## src/rtl/regfile_ctrl_pkg.sv

```systemverilog
// rtl/regfile_ctrl_pkg.sv - shared opcodes, WriteDst codes and state types for the register-file sequencer
package regfile_ctrl_pkg;

  localparam logic [3:0] OP_ALU  = 4'b0000;
  localparam logic [3:0] OP_SWAP = 4'b1000;
  localparam logic [3:0] OP_BEQ  = 4'b0100;
  localparam logic [3:0] OP_JMP  = 4'b1100;
  localparam logic [3:0] OP_HALT = 4'b1111;

  localparam logic [3:0] FN_MUL = 4'b0100;
  localparam logic [3:0] FN_DIV = 4'b0101;

  localparam logic [1:0] WD_RD     = 2'b00;
  localparam logic [1:0] WD_RD_RS  = 2'b01;
  localparam logic [1:0] WD_RD_R15 = 2'b10;
  localparam logic [1:0] WD_NONE   = 2'b11;

  typedef enum logic [2:0] {
    ST_FETCH,
    ST_DECODE,
    ST_EXEC,
    ST_WB,
    ST_HALT
  } state_e;

  typedef enum logic [2:0] {
    CL_ALU,
    CL_SWAP,
    CL_BEQ,
    CL_JMP,
    CL_HALT,
    CL_ILLEGAL
  } instr_class_e;

endpackage

```

## src/rtl/regfile_instr_decode.sv

```systemverilog
// rtl/regfile_instr_decode.sv - combinational decode of the latched instruction word
module regfile_instr_decode
  import regfile_ctrl_pkg::*;
#(
  parameter int PC_W = 16
) (
  input  logic [15:0]     ir,
  output instr_class_e    cls,
  output logic [1:0]      wd_code,
  output logic            multicycle,
  output logic            illegal,
  output logic [PC_W-1:0] branch_off,
  output logic [PC_W-1:0] jmp_target
);

  always_comb begin
    cls        = CL_ILLEGAL;
    wd_code    = WD_NONE;
    multicycle = 1'b0;
    illegal    = 1'b0;
    case (ir[15:12])
      OP_ALU: begin
        cls = CL_ALU;
        if (ir[3:0] == FN_MUL || ir[3:0] == FN_DIV) begin
          multicycle = 1'b1;
          wd_code    = WD_RD_R15;
        end else begin
          wd_code    = WD_RD;
        end
      end
      OP_SWAP: begin
        cls     = CL_SWAP;
        wd_code = WD_RD_RS;
      end
      OP_BEQ:  cls = CL_BEQ;
      OP_JMP:  cls = CL_JMP;
      OP_HALT: cls = CL_HALT;
      default: illegal = 1'b1;
    endcase
  end

  assign branch_off = {{(PC_W-8){ir[7]}}, ir[7:0]};
  assign jmp_target = {{(PC_W-12){1'b0}}, ir[11:0]};

endmodule

```

## src/rtl/regfile_seq_ctrl.sv

```systemverilog
// rtl/regfile_seq_ctrl.sv - multi-cycle fetch/decode/exec/writeback sequencer for the 16x16 register file
module regfile_seq_ctrl
  import regfile_ctrl_pkg::*;
#(
  parameter int              PC_W     = 16,
  parameter logic [PC_W-1:0] RESET_PC = '0
) (
  input  logic            clk,
  input  logic            rst,
  output logic            imem_req,
  output logic [PC_W-1:0] imem_addr,
  input  logic [15:0]     imem_rdata,
  input  logic            imem_ack,
  output logic [3:0]      read_add1,
  output logic [3:0]      read_add2,
  output logic [1:0]      write_dst,
  input  logic [15:0]     data1,
  input  logic [15:0]     data15,
  output logic [3:0]      alu_op,
  output logic            alu_start,
  input  logic            alu_done,
  output logic [PC_W-1:0] pc,
  output logic            halted,
  output logic            illegal
);

  state_e          state_q, state_d;
  logic [PC_W-1:0] pc_q, pc_d;
  logic [15:0]     ir_q, ir_d;
  logic            imem_req_q, imem_req_d;
  logic [3:0]      read_add1_q, read_add1_d;
  logic [3:0]      read_add2_q, read_add2_d;
  logic [1:0]      write_dst_q, write_dst_d;
  logic [3:0]      alu_op_q, alu_op_d;
  logic            alu_start_q, alu_start_d;
  logic            halted_q, halted_d;
  logic            illegal_q, illegal_d;

  instr_class_e    dec_cls;
  logic [1:0]      dec_wd;
  logic            dec_multi;
  logic            dec_illegal;
  logic [PC_W-1:0] dec_off;
  logic [PC_W-1:0] dec_jmp;

  regfile_instr_decode #(.PC_W(PC_W)) u_decode (
    .ir         (ir_q),
    .cls        (dec_cls),
    .wd_code    (dec_wd),
    .multicycle (dec_multi),
    .illegal    (dec_illegal),
    .branch_off (dec_off),
    .jmp_target (dec_jmp)
  );

  always_ff @(posedge clk or posedge rst) begin
    if (rst) begin
      state_q     <= ST_FETCH;
      pc_q        <= RESET_PC;
      ir_q        <= '0;
      imem_req_q  <= 1'b0;
      read_add1_q <= '0;
      read_add2_q <= '0;
      write_dst_q <= WD_NONE;
      alu_op_q    <= '0;
      alu_start_q <= 1'b0;
      halted_q    <= 1'b0;
      illegal_q   <= 1'b0;
    end else begin
      state_q     <= state_d;
      pc_q        <= pc_d;
      ir_q        <= ir_d;
      imem_req_q  <= imem_req_d;
      read_add1_q <= read_add1_d;
      read_add2_q <= read_add2_d;
      write_dst_q <= write_dst_d;
      alu_op_q    <= alu_op_d;
      alu_start_q <= alu_start_d;
      halted_q    <= halted_d;
      illegal_q   <= illegal_d;
    end
  end

  // An ack only counts while our own request is visible, so stale acks after reset are dropped.
  always_comb begin
    state_d = state_q;
    pc_d    = pc_q;
    ir_d    = ir_q;
    case (state_q)
      ST_FETCH: begin
        if (imem_req_q && imem_ack) begin
          ir_d    = imem_rdata;
          state_d = ST_DECODE;
        end
      end
      ST_DECODE: begin
        case (dec_cls)
          CL_ALU, CL_SWAP: state_d = ST_EXEC;
          CL_BEQ: begin
            pc_d    = (data1 == data15) ? pc_q + dec_off : pc_q + PC_W'(1);
            state_d = ST_FETCH;
          end
          CL_JMP: begin
            pc_d    = dec_jmp;
            state_d = ST_FETCH;
          end
          CL_HALT: state_d = ST_HALT;
          default: begin
            pc_d    = pc_q + PC_W'(1);
            state_d = ST_FETCH;
          end
        endcase
      end
      ST_EXEC: begin
        if (!dec_multi || alu_done) state_d = ST_WB;
      end
      ST_WB: begin
        pc_d    = pc_q + PC_W'(1);
        state_d = ST_FETCH;
      end
      default: state_d = ST_HALT;
    endcase
  end

  // Outputs are registered from the next state so each one is valid for the whole state it belongs to.
  always_comb begin
    imem_req_d  = (state_d == ST_FETCH);
    read_add1_d = read_add1_q;
    read_add2_d = read_add2_q;
    alu_op_d    = alu_op_q;
    if (state_q == ST_FETCH && state_d == ST_DECODE) begin
      read_add1_d = imem_rdata[11:8];
      read_add2_d = imem_rdata[7:4];
      alu_op_d    = (imem_rdata[15:12] == OP_ALU) ? imem_rdata[3:0] : 4'h0;
    end
    write_dst_d = (state_d == ST_WB) ? dec_wd : WD_NONE;
    alu_start_d = (state_q == ST_DECODE) && (state_d == ST_EXEC) && dec_multi;
    halted_d    = halted_q | (state_d == ST_HALT);
    illegal_d   = illegal_q | ((state_q == ST_DECODE) && dec_illegal);
  end

  assign imem_req  = imem_req_q;
  assign imem_addr = pc_q;
  assign pc        = pc_q;
  assign read_add1 = read_add1_q;
  assign read_add2 = read_add2_q;
  assign write_dst = write_dst_q;
  assign alu_op    = alu_op_q;
  assign alu_start = alu_start_q;
  assign halted    = halted_q;
  assign illegal   = illegal_q;

endmodule

```

## config.mk

```make
export PLATFORM = sky130hd
export DESIGN_NAME = regfile_seq_ctrl
export DESIGN_NICKNAME = d
export VERILOG_FILES = /design/src/rtl/regfile_ctrl_pkg.sv /design/src/rtl/regfile_instr_decode.sv /design/src/rtl/regfile_seq_ctrl.sv
export SDC_FILE = /design/constraint.sdc
export NUM_CORES = 1
export LEC_CHECK = 0
export CAP_MARGIN = 20
export CORE_ASPECT_RATIO = 0.8
export CORE_MARGIN = 1
export CORE_UTILIZATION = 40
export DETAILED_ROUTE_END_ITERATION = 8
export GPL_TIMING_DRIVEN = 1
export PLACE_DENSITY = 0.69
export SLEW_MARGIN = 20
export SYNTH_ARGS = -nofsm -noshare
export SYNTH_HDL_FRONTEND = slang
export SYNTH_SLANG_ARGS = --single-unit
export TNS_END_PERCENT = 50
```

## constraint.sdc

```tcl
create_clock -name clk -period 6.2 [get_ports clk]
set_clock_uncertainty 0.1 [all_clocks]
set_input_delay 0.93 -clock clk [delete_from_list [all_inputs] [get_ports clk]]
set_output_delay 0.93 -clock clk [all_outputs]
set_load 0.05 [all_outputs]
```

Yosys cells after proc, flatten, opt, wreduce, memory -nomap -nowiden
Index checks and enable logic that the tools add are counted.
Widths: inputs -> output; s select.
{"block": "totals", "reg_bits": 53, "latchBits": 0, "ram_bits": 0, "mem_bits_ro": 0, "output_inout_bits": 50, "memories": 0}
{"block": "classes", "n_addsub": 2, "multipliers": 0, "div": 0, "magnitude_cmp": 0, "eq_ne": 19, "shifts": 0, "muxes": 15, "bitwise": 2, "n_reduce_logical": 19}
{"cell": "$pmux 16 s3", "n": 1}
{"cell": "$pmux 16 s2", "n": 1}
{"cell": "$eq 3x2->1 const B", "n": 6}
{"cell": "$add 16x1->16 const B", "n": 1}
{"cell": "$add 16x16->16", "n": 1}
{"cell": "$eq 16x16->1", "n": 1}
{"cell": "$mux 16", "n": 1}
{"cell": "$pmux 3 s5", "n": 1}
{"cell": "$eq 4x3->1 const B", "n": 3}
{"cell": "$eq 4x4->1 const B", "n": 3}
{"cell": "$pmux 3 s4", "n": 1}
{"cell": "$eq 3x1->1 const B", "n": 3}
{"cell": "$logic_not 3->1", "n": 3}
{"cell": "$logic_not 4->1", "n": 2}
{"cell": "$eq 3x3->1 const B", "n": 2}
{"cell": "$mux 3", "n": 2}
{"cell": "$pmux 3 s2", "n": 1}
{"cell": "$logic_and 1x1->1", "n": 5}
{"cell": "$reduce_or 5->1", "n": 1}
{"cell": "$mux 2", "n": 2}
{"cell": "$mux 4", "n": 1}
{"cell": "$pmux 2 s2", "n": 1}
{"cell": "$reduce_and 2->1", "n": 2}
{"cell": "$mux 1", "n": 3}
{"cell": "other kinds (7)", "n": 9}

Longest topological paths before layout
Gate-level depths: netlist (run 1).
{"block": "logic_depth", "ltp_word": 11, "depth_mapped": 10, "mapped_depth_nobuf": 10}

Modules after synthesis
Synthesis (run 1) repeated with hierarchy kept, for this count alone.
{"block": "hier_totals", "hier_cells": 502, "hier_area_um2": 4147.7}
{"module": "regfile_seq_ctrl", "n_inst": 1, "cells_per_inst": 458, "area_per_inst_um2": 3833.7, "seq_area_each_um2": 1328.8}
{"module": "regfile_instr_decode", "n_inst": 1, "cells_per_inst": 44, "area_per_inst_um2": 314.1, "seq_area_each_um2": 0.0}

Worst setup path before layout (run 1)
OpenSTA, ideal clock, no wires.
{"block": "synth_path", "path_type": "register to register", "start": "register pc_q[0], in the netlist imem_addr[0]", "end": "register pc_q[6], in the netlist imem_addr[6]", "setup_ns": 0.126, "t_arrival_ns": 2.468, "path_slack_ns": 3.506, "path_stages_with_launch": 11, "path_buffers": 0, "cell_sequence": "dfrtp_1 > ha_1 > inv_1 > fa_1 > nand2b_1 > a211oi_1 > nor2b_1 > xnor2_1 > a22oi_1 > nor2_1 > a221o_1"}
{"block": "synth_via", "elab_chain_cells": 4, "elab_cells_between_ends": 5, "cone_classes": "2 x add/sub; 3 x mux"}
{"element": "from (decl)", "line_no": "regfile_seq_ctrl.sv:28", "source": "logic [PC_W-1:0] pc_q, pc_d;"}
{"element": "from (signal assigned)", "line_no": "regfile_seq_ctrl.sv:71", "source": "pc_q <= pc_d;"}
{"element": "$add 16x1->16 or $add 16x16->16 (tied branches)", "line_no": "regfile_seq_ctrl.sv:100, regfile_seq_ctrl.sv:109, regfile_seq_ctrl.sv:118"}
{"element": "$mux 16", "line_no": "regfile_seq_ctrl.sv:100", "source": "pc_d = (data1 == data15) ? pc_q + dec_off : pc_q + PC_W'(1);"}
{"element": "$pmux 16 s3", "line_no": "regfile_seq_ctrl.sv:97", "source": "case (dec_cls)"}
{"element": "$pmux 16 s2 (*)", "line_no": "regfile_seq_ctrl.sv:89", "source": "case (state_q)"}
Every way passes the cells marked *; elsewhere a longest branch is shown, timed or not.
A chain may end at the register's enable or synchronous reset.

Worst setup path after layout (run 1)
{"block": "layout_path", "start": "input port data15[4]", "end": "register pc_q[3], in the netlist imem_addr[3]"}
{"block": "layout_via", "elab_chain_cells": 4}
{"element": "from (decl)", "line_no": "regfile_seq_ctrl.sv:18", "source": "input logic [15:0] data15,"}
{"element": "$eq 16x16->1", "line_no": "regfile_seq_ctrl.sv:100"}
{"element": "$mux 16", "line_no": "regfile_seq_ctrl.sv:100"}
{"element": "$pmux 16 s3", "line_no": "regfile_seq_ctrl.sv:97"}
{"element": "$pmux 16 s2", "line_no": "regfile_seq_ctrl.sv:89"}
Every way passes these cells.

==> results of run 1 <==
==> cells in the mapped netlist, types with 4 or more instances <==
cell type    n
a21o_1       6
nor3_1       7
xor2_1       7
and2_1       5
and3_1       4
nand4_1     16
inv_1       10
a22oi_1      5
dfrtp_1     51
ha_1        16
clkbuf_1     7
nor2_1      23
buf_4       17
o21ai_0     14
o31ai_1      6
a221o_1      5
nand2_1    104
a21oi_1     21
xnor2_1     30
nand3_1     17
==> layer usage <==
metal	up-vias	wire length, µm	share of wire [%]
li1	1627	-	-
met1	1532	4650	50
met2	137	3980	42
met3	11	671	7.1
met4	0	82	0.87
met5	-	0	0
==> cell usage in the layout, fill, tap and decap left out, types with 5 or more instances in the layout <==
cell / synthesis / layout
a21o_1: 6 / 6
nand3_1: 17 / 17
o21ai_0: 14 / 14
and2_1: 5 / 5
a22oi_1: 5 / 5
nor2_1: 23 / 23
clkdlybuf4s50_1: 0 / 101
xor2_1: 7 / 7
inv_1: 10 / 9
a221o_1: 5 / 5
xnor2_1: 30 / 30
nand2_1: 104 / 104
clkbuf_8: 0 / 5
nor3_1: 7 / 7
dfrtp_1: 51 / 51
nand4_1: 16 / 16
o31ai_1: 6 / 6
a21oi_1: 21 / 21
ha_1: 16 / 16
==> worst max-delay path, delay by kind of cell <==
kind	cells	cell delay, ns
AND/OR/NAND/NOR	4	1.11
AO/OA/AOI/OAI	2	0.56
buffers and inverters	1	0.47
XOR/XNOR	1	0.13
==> cell families after synthesis <==
| family | synth area share, % |
|---|---|
| AO/OA/AOI/OAI | 15.5 |
| adder cells (fa/ha/maj) | 6.19 |
| multiplexers | 0.281 |
| XOR/XNOR | 9.11 |
| buffers and inverters | 6.33 |
| flip-flops | 37.4 |
| AND/OR/NAND/NOR | 25.3 |
==> where the power goes <==
group / internal (W) / switching, W
Sequential: 0.000470 / 0.000185
Clock: 0.000121 / 0.000116
Combinational: 0.000550 / 0.000930
Total: 0.00114 / 0.00123
==> state kept, by name, indices dropped and copies added, names as in the netlist <==
register   count
alu_op         4
alu_start      1
halted         1
illegal        1
imem_addr     16
imem_req       1
ir_q          16
read_add1      4
read_add2      4
state_q        3
write_dst      2
==> metrics by stage <==
stage | setup WS (ns) | utilization [%] | std cells
2_1_floorplan | 3.51 | - | 425
3_3_place_gp | 2.87 | 52.9 | 609
3_5_place_dp | 2.76 | 52.9 | 609
4_1_cts | 3.09 | 54.3 | 617
5_1_grt | 2.94 | 54.3 | 617
6_report | 3.08 | 54.3 | 617
==> worst paths after layout <==
path	end	slack, ns	cells past startpoint	from
hold reg to reg	alu_op[0]	0.39	2	alu_op[0]
setup reg to reg	imem_addr[14]	3.39	10	imem_addr[0]
min in group asynchronous	ir_q[13]	0.96	2	rst
max in group asynchronous	imem_addr[12]	4.61	2	rst
setup / recovery	imem_addr[3]	3.08	8	data15[4]
hold / removal	alu_op[0]	0.39	2	alu_op[0]
==> final cells by class <==
cell class / instances / area, µm² / area share, %
multi-input cells: 332 / 2000 / 43.1
flip-flops and latches: 53 / 1330 / 28.6
repair buffers: 102 / 1020 / 21.9
well taps: 112 / 140 / 3.02
clock buffers: 5 / 68.8 / 1.48
clock inverters: 3 / 43.8 / 0.943
inverters: 10 / 40.0 / 0.862
==> out/results.tsv, run 1 <==
stage	metric	value	unit
global_route	grt_max_degree	54	
logic_synthesis	async_reset_ff_share	100	%
power	ir_worst_vdd	0.000253	V
die	die_w	107	µm
setup_path	cp_max_fo	11	
setup_path	crit_path_frequent_cell	nand4_1	
logic_synthesis	syn_area_per_cell	8.37	µm²
global_route	grt_pass1_vias	3088	
detailed_routing	viasPerCell	5.36	
cts	cts_tree	built	
cts	clock_latency	0.31	ns
layout	fin_area	0.00464	mm²
setup_path	max_stage_delay	0.57	ns
logic_synthesis	synth-edff-count	0	
die	ioPinCount	102	
detailed_routing	vias	3307	
timing	drv_slew	0	
setup_path	worst_path_max_delay_cell	nor4_4	
layout	area_delta_synth_final	30.5	%
logic_synthesis	synth_nets	494	
timing	finalSetupViolCount	0	
setup_path	cp-end-kind	flop	
cts	hold_buffers	0	
cts	cts_root_buf	clkbuf_8	
detailed_routing	drtIter0Drc	196	
layout	nNetsFinal	573	
timing	fin_tns_setup	0	ns
detailed_routing	dr.pass1.iters	6	
global_route	use_met1	32.5	%
logic_synthesis	synth_area_leaders	dfrtp_1 36%, nand2_1 11%, xnor2_1 7.4%	
cts	clkTransAtPathRegs	0.10	ns
global_route	grt-ovfl-total	0	
detailed_routing	post_drt_wl_per_cell	15.2	µm
setup_path	crit_arrival	3.21	ns
logic_synthesis	syn_inst	425	
logic_synthesis	netlist.area_leader.share	35.9	%
global_route	busiest_layer	met1	
detailed_routing	ant_nets	0	
timing	min_period	3.12	ns
place	post_dp_cell_area	0.00453	mm²
logic_synthesis	yosysWarnings	0	
timing	slew_headroom	37.3	%
die	rows	30	
cts	cts_buffer_depth	2	
timing	hold_slack	0.387	ns
outcome	outcome	completed	
logic_synthesis	syn_area	0.00356	mm²
detailed_routing	routed_wl	9390	µm
job	max_cap_viol_count	0	
setup_path	start_kind	input port	
layout	drive_gt1_share	4.16	%
place	hpwl	7240	µm
hold_path	hp-class	flop to flop	
power	p_leak	2.01	nW
die	start_util	41.6	%
timing	worstMarginPinSlew	0.928	ns
timing	hold_viol	0	
global_route	antenna_found_initial	0	
global_route	grtUsageMet3	3.31	%
die	chipHeight	86.3	µm
logic_synthesis	synth.largest_area_cell	dfrtp_1	
logic_synthesis	ys_ff_latch	53	
place	gp_congestion	0.871	
cts	cts_sinks	53	
global_route	use_met2	30.5	%
setup_path	critPathRequiredTime	6.29	ns
detailed_routing	drcViolationCount	0	
cts	cts_made_buffers	5	
cts	cts_resized	0	
setup_path	crit_type	input port to flop	
logic_synthesis	ys_seq_area_share	37.4	%
setup_path	crit_chain	clkdlybuf4s50_1 -> xnor2_1 -> nand4_1 -> nor4_4 -> o21ai_1 -> nor4b_1 -> a31oi_1 -> nand4_1	
logic_synthesis	synth_flop_cell	dfrtp_1	
global_route	grt_pass1_wl	15300	µm
layout	n_antenna_cell	0	
global_route	grt_use_total	21.0	%
die	die-area	0.00928	mm²
power	total_power	0.00237	W
cts	post_cts_buffers	0	
cts	htree_levels	2	
layout	nFillCells	840	
power	power_density	511	mW/mm²
timing	rsz0062_at_grt	no	
logic_synthesis	synth_cell_types	55	
timing	max_freq	0.320	GHz
timing	period_share	50.4	%
place	portBuffers	101	
die	coreArea	0.00856	mm²
(Power assumes the default switching activity.)
==> run 2: changes to the inputs <==
clock period = 3.07 ns   (was 6.2 ns; I/O delays follow)
==> run 2 against run 1 <==
Against the previous run:
- sequential share of layout area down 0.33 points
- critical endpoint is now imem_addr[14]
- register-to-register slack worse by 3.0 ns
- critical path type is now flop to flop
- hold slack worse by 0.0098 ns
- largest power group unchanged
- largest cell class unchanged
==> out/results.tsv, run 2 (same netlist as run 1, synthesis figures left out) <==
stage	metric	value	unit	change
outcome	outcome	completed		
layout	nNetsFinal	579		+1.0%
timing	finalSetupViolCount	0		unchanged
timing	fin_tns_setup	0	ns	unchanged
global_route	grt_max_degree	54		unchanged
cts	hold_buffers	0		unchanged
layout	nFillCells	805		-4.2%
setup_path	crit_type	flop to flop		
global_route	grt_pass1_wl	15800	µm	+3.0%
setup_path	cp-end-kind	flop		
die	die-area	0.00928	mm²	unchanged
cts	cts_resized	0		unchanged
power	power_density	1030	mW/mm²	+100%
cts	cts_tree	built		
setup_path	start_kind	flop		
power	p_leak	2.04	nW	+1.6%
timing	period_share	88.0	%	
layout	fin_area	0.00470	mm²	+1.2%
detailed_routing	drcViolationCount	0		unchanged
cts	clkTransAtPathRegs	0.10	ns	about the same
timing	worstMarginPinSlew	0.768	ns	-0.160 ns
die	coreArea	0.00856	mm²	unchanged
place	post_dp_cell_area	0.00459	mm²	+1.2%
power	total_power	0.00483	W	+100%
detailed_routing	vias	3319		+0.36%
layout	area_delta_synth_final	32.0	%	
layout	post-route-util	54.9	%	+0.63 points
layout	layout_commonest_cell	nand2_1		
detailed_routing	routed_wl	9330	µm	-0.63%
layout	final_cell_mix	104 x nand2_1, 101 x clkdlybuf4s50_1, 51 x dfrtp_1, 30 x xnor2_1, 23 x nor2_1		
die	rows	30		unchanged
global_route	grt-ovfl-total	0		unchanged
place	gp_congestion	0.904		+3.7%
global_route	grt_use_total	21.5	%	+0.45 points
global_route	antenna_found_initial	0		unchanged
place	portBuffers	101		unchanged
die	start_util	41.6	%	unchanged
timing	rsz0062_at_grt	no		
timing	slew_headroom	48.5	%	+11 points
setup_path	cp_max_fo	8		-3
detailed_routing	dr.pass1.iters	4		-2
cts	cts_sinks	53		unchanged
global_route	grt_pass1_vias	3120		+1.0%
die	die_w	107	µm	unchanged
cts	post_cts_buffers	0		unchanged
job	max_cap_viol_count	0		unchanged
place	hpwl	7310	µm	+1.0%
cts	cts_buffer_depth	2		unchanged
hold_path	hp-class	flop to flop		
setup_path	critPathRequiredTime	3.19	ns	-3.10 ns
cts	cts_made_buffers	5		unchanged
detailed_routing	post_drt_wl_per_cell	15.0	µm	-1.6%
detailed_routing	ant_nets	0		unchanged
cts	clock_latency	0.31	ns	about the same
detailed_routing	viasPerCell	5.33		-0.60%
layout	n_antenna_cell	0		unchanged
power	ir_worst_vdd	0.000533	V	+110%
timing	drv_slew	0		unchanged
die	chipHeight	86.3	µm	unchanged
layout	drive_gt1_share	5.09	%	+0.93 points
timing	min_period	2.70	ns	
timing	max_freq	0.370	GHz	
die	ioPinCount	102		unchanged
cts	htree_levels	2		unchanged
timing	hold_viol	0		unchanged
detailed_routing	drtIter0Drc	209		+6.6%
cts	cts_root_buf	clkbuf_8		
setup_path	crit_arrival	2.82	ns	-0.39 ns
run 2: final timing paths:
| check | from | endpoint | slack, ns | cells after the start |
|---|---|---|---|---|
| setup / recovery | imem_addr[0] | imem_addr[14] | 0.37 | 10 |
| hold / removal | halted | halted | 0.38 | 1 |
| setup reg to reg | imem_addr[0] | imem_addr[14] | 0.37 | 10 |
| hold reg to reg | halted | halted | 0.38 | 1 |
| max in group asynchronous | rst | write_dst[1] | 2.17 | 3 |
| min in group asynchronous | rst | alu_op[1] | 0.40 | 3 |
run 2: layout make-up:
cell class / count / area (µm²) / share of cell area [%]
inverter: 10 / 37.5 / 0.799
multi-input combinational: 332 / 2000 / 42.6
clock inverter: 2 / 38.8 / 0.826
clock buffer: 6 / 72.6 / 1.55
timing repair buffer: 108 / 1080 / 22.9
tap: 112 / 140 / 2.98
sequential: 53 / 1330 / 28.3
run 2: per-layer routing:
layer,GRT usage [%],vias up,wire length [µm]
li1,-,1632,-
met1,33.7,1542,4650
met2,31.1,141,3930
met3,3.76,4,728
met4,3.11,0,30
met5,0,-,0
run 2: metrics by stage:
stage | worst slack (ns) | hold WS [ns] | instances
detailed placement | 0.307 | 0.357 | 615
global placement | 0.332 | 0.352 | 615
CTS | 0.386 | 0.382 | 623
floorplan | 0.376 | 0.346 | 425
finish | 0.369 | 0.377 | 623
global route | 0.126 | 0.396 | 623
run 2: worst max-delay path, stage by stage (launching register included):
cell and delay, ns:
dfrtp_1 0.51, ha_1 0.22, inv_1 0.06, fa_1 0.38, nand2b_1 0.20, a211oi_1 0.34, o211ai_1 0.22, a21oi_1 0.21
a211o_1 0.13, xnor2_1 0.06, o31ai_1 0.17
run 2: report_power, final:
| group | leakage (nW) | internal (W) | total (W) | switching [W] |
|---|---|---|---|---|
| Combinational | 1.34 | 0.00114 | 0.00307 | 0.00193 |
| Sequential | 0.644 | 0.000950 | 0.00128 | 0.000330 |
| Clock | 0.0554 | 0.000245 | 0.000481 | 0.000236 |
| Total | 2.04 | 0.00234 | 0.00483 | 0.00249 |
==> run 3: changes to the inputs <==
CORE_MARGIN = default   (was 1)
==> results of run 3 <==
Same layout as run 2: the final DEF is identical, and so are final timing and power.
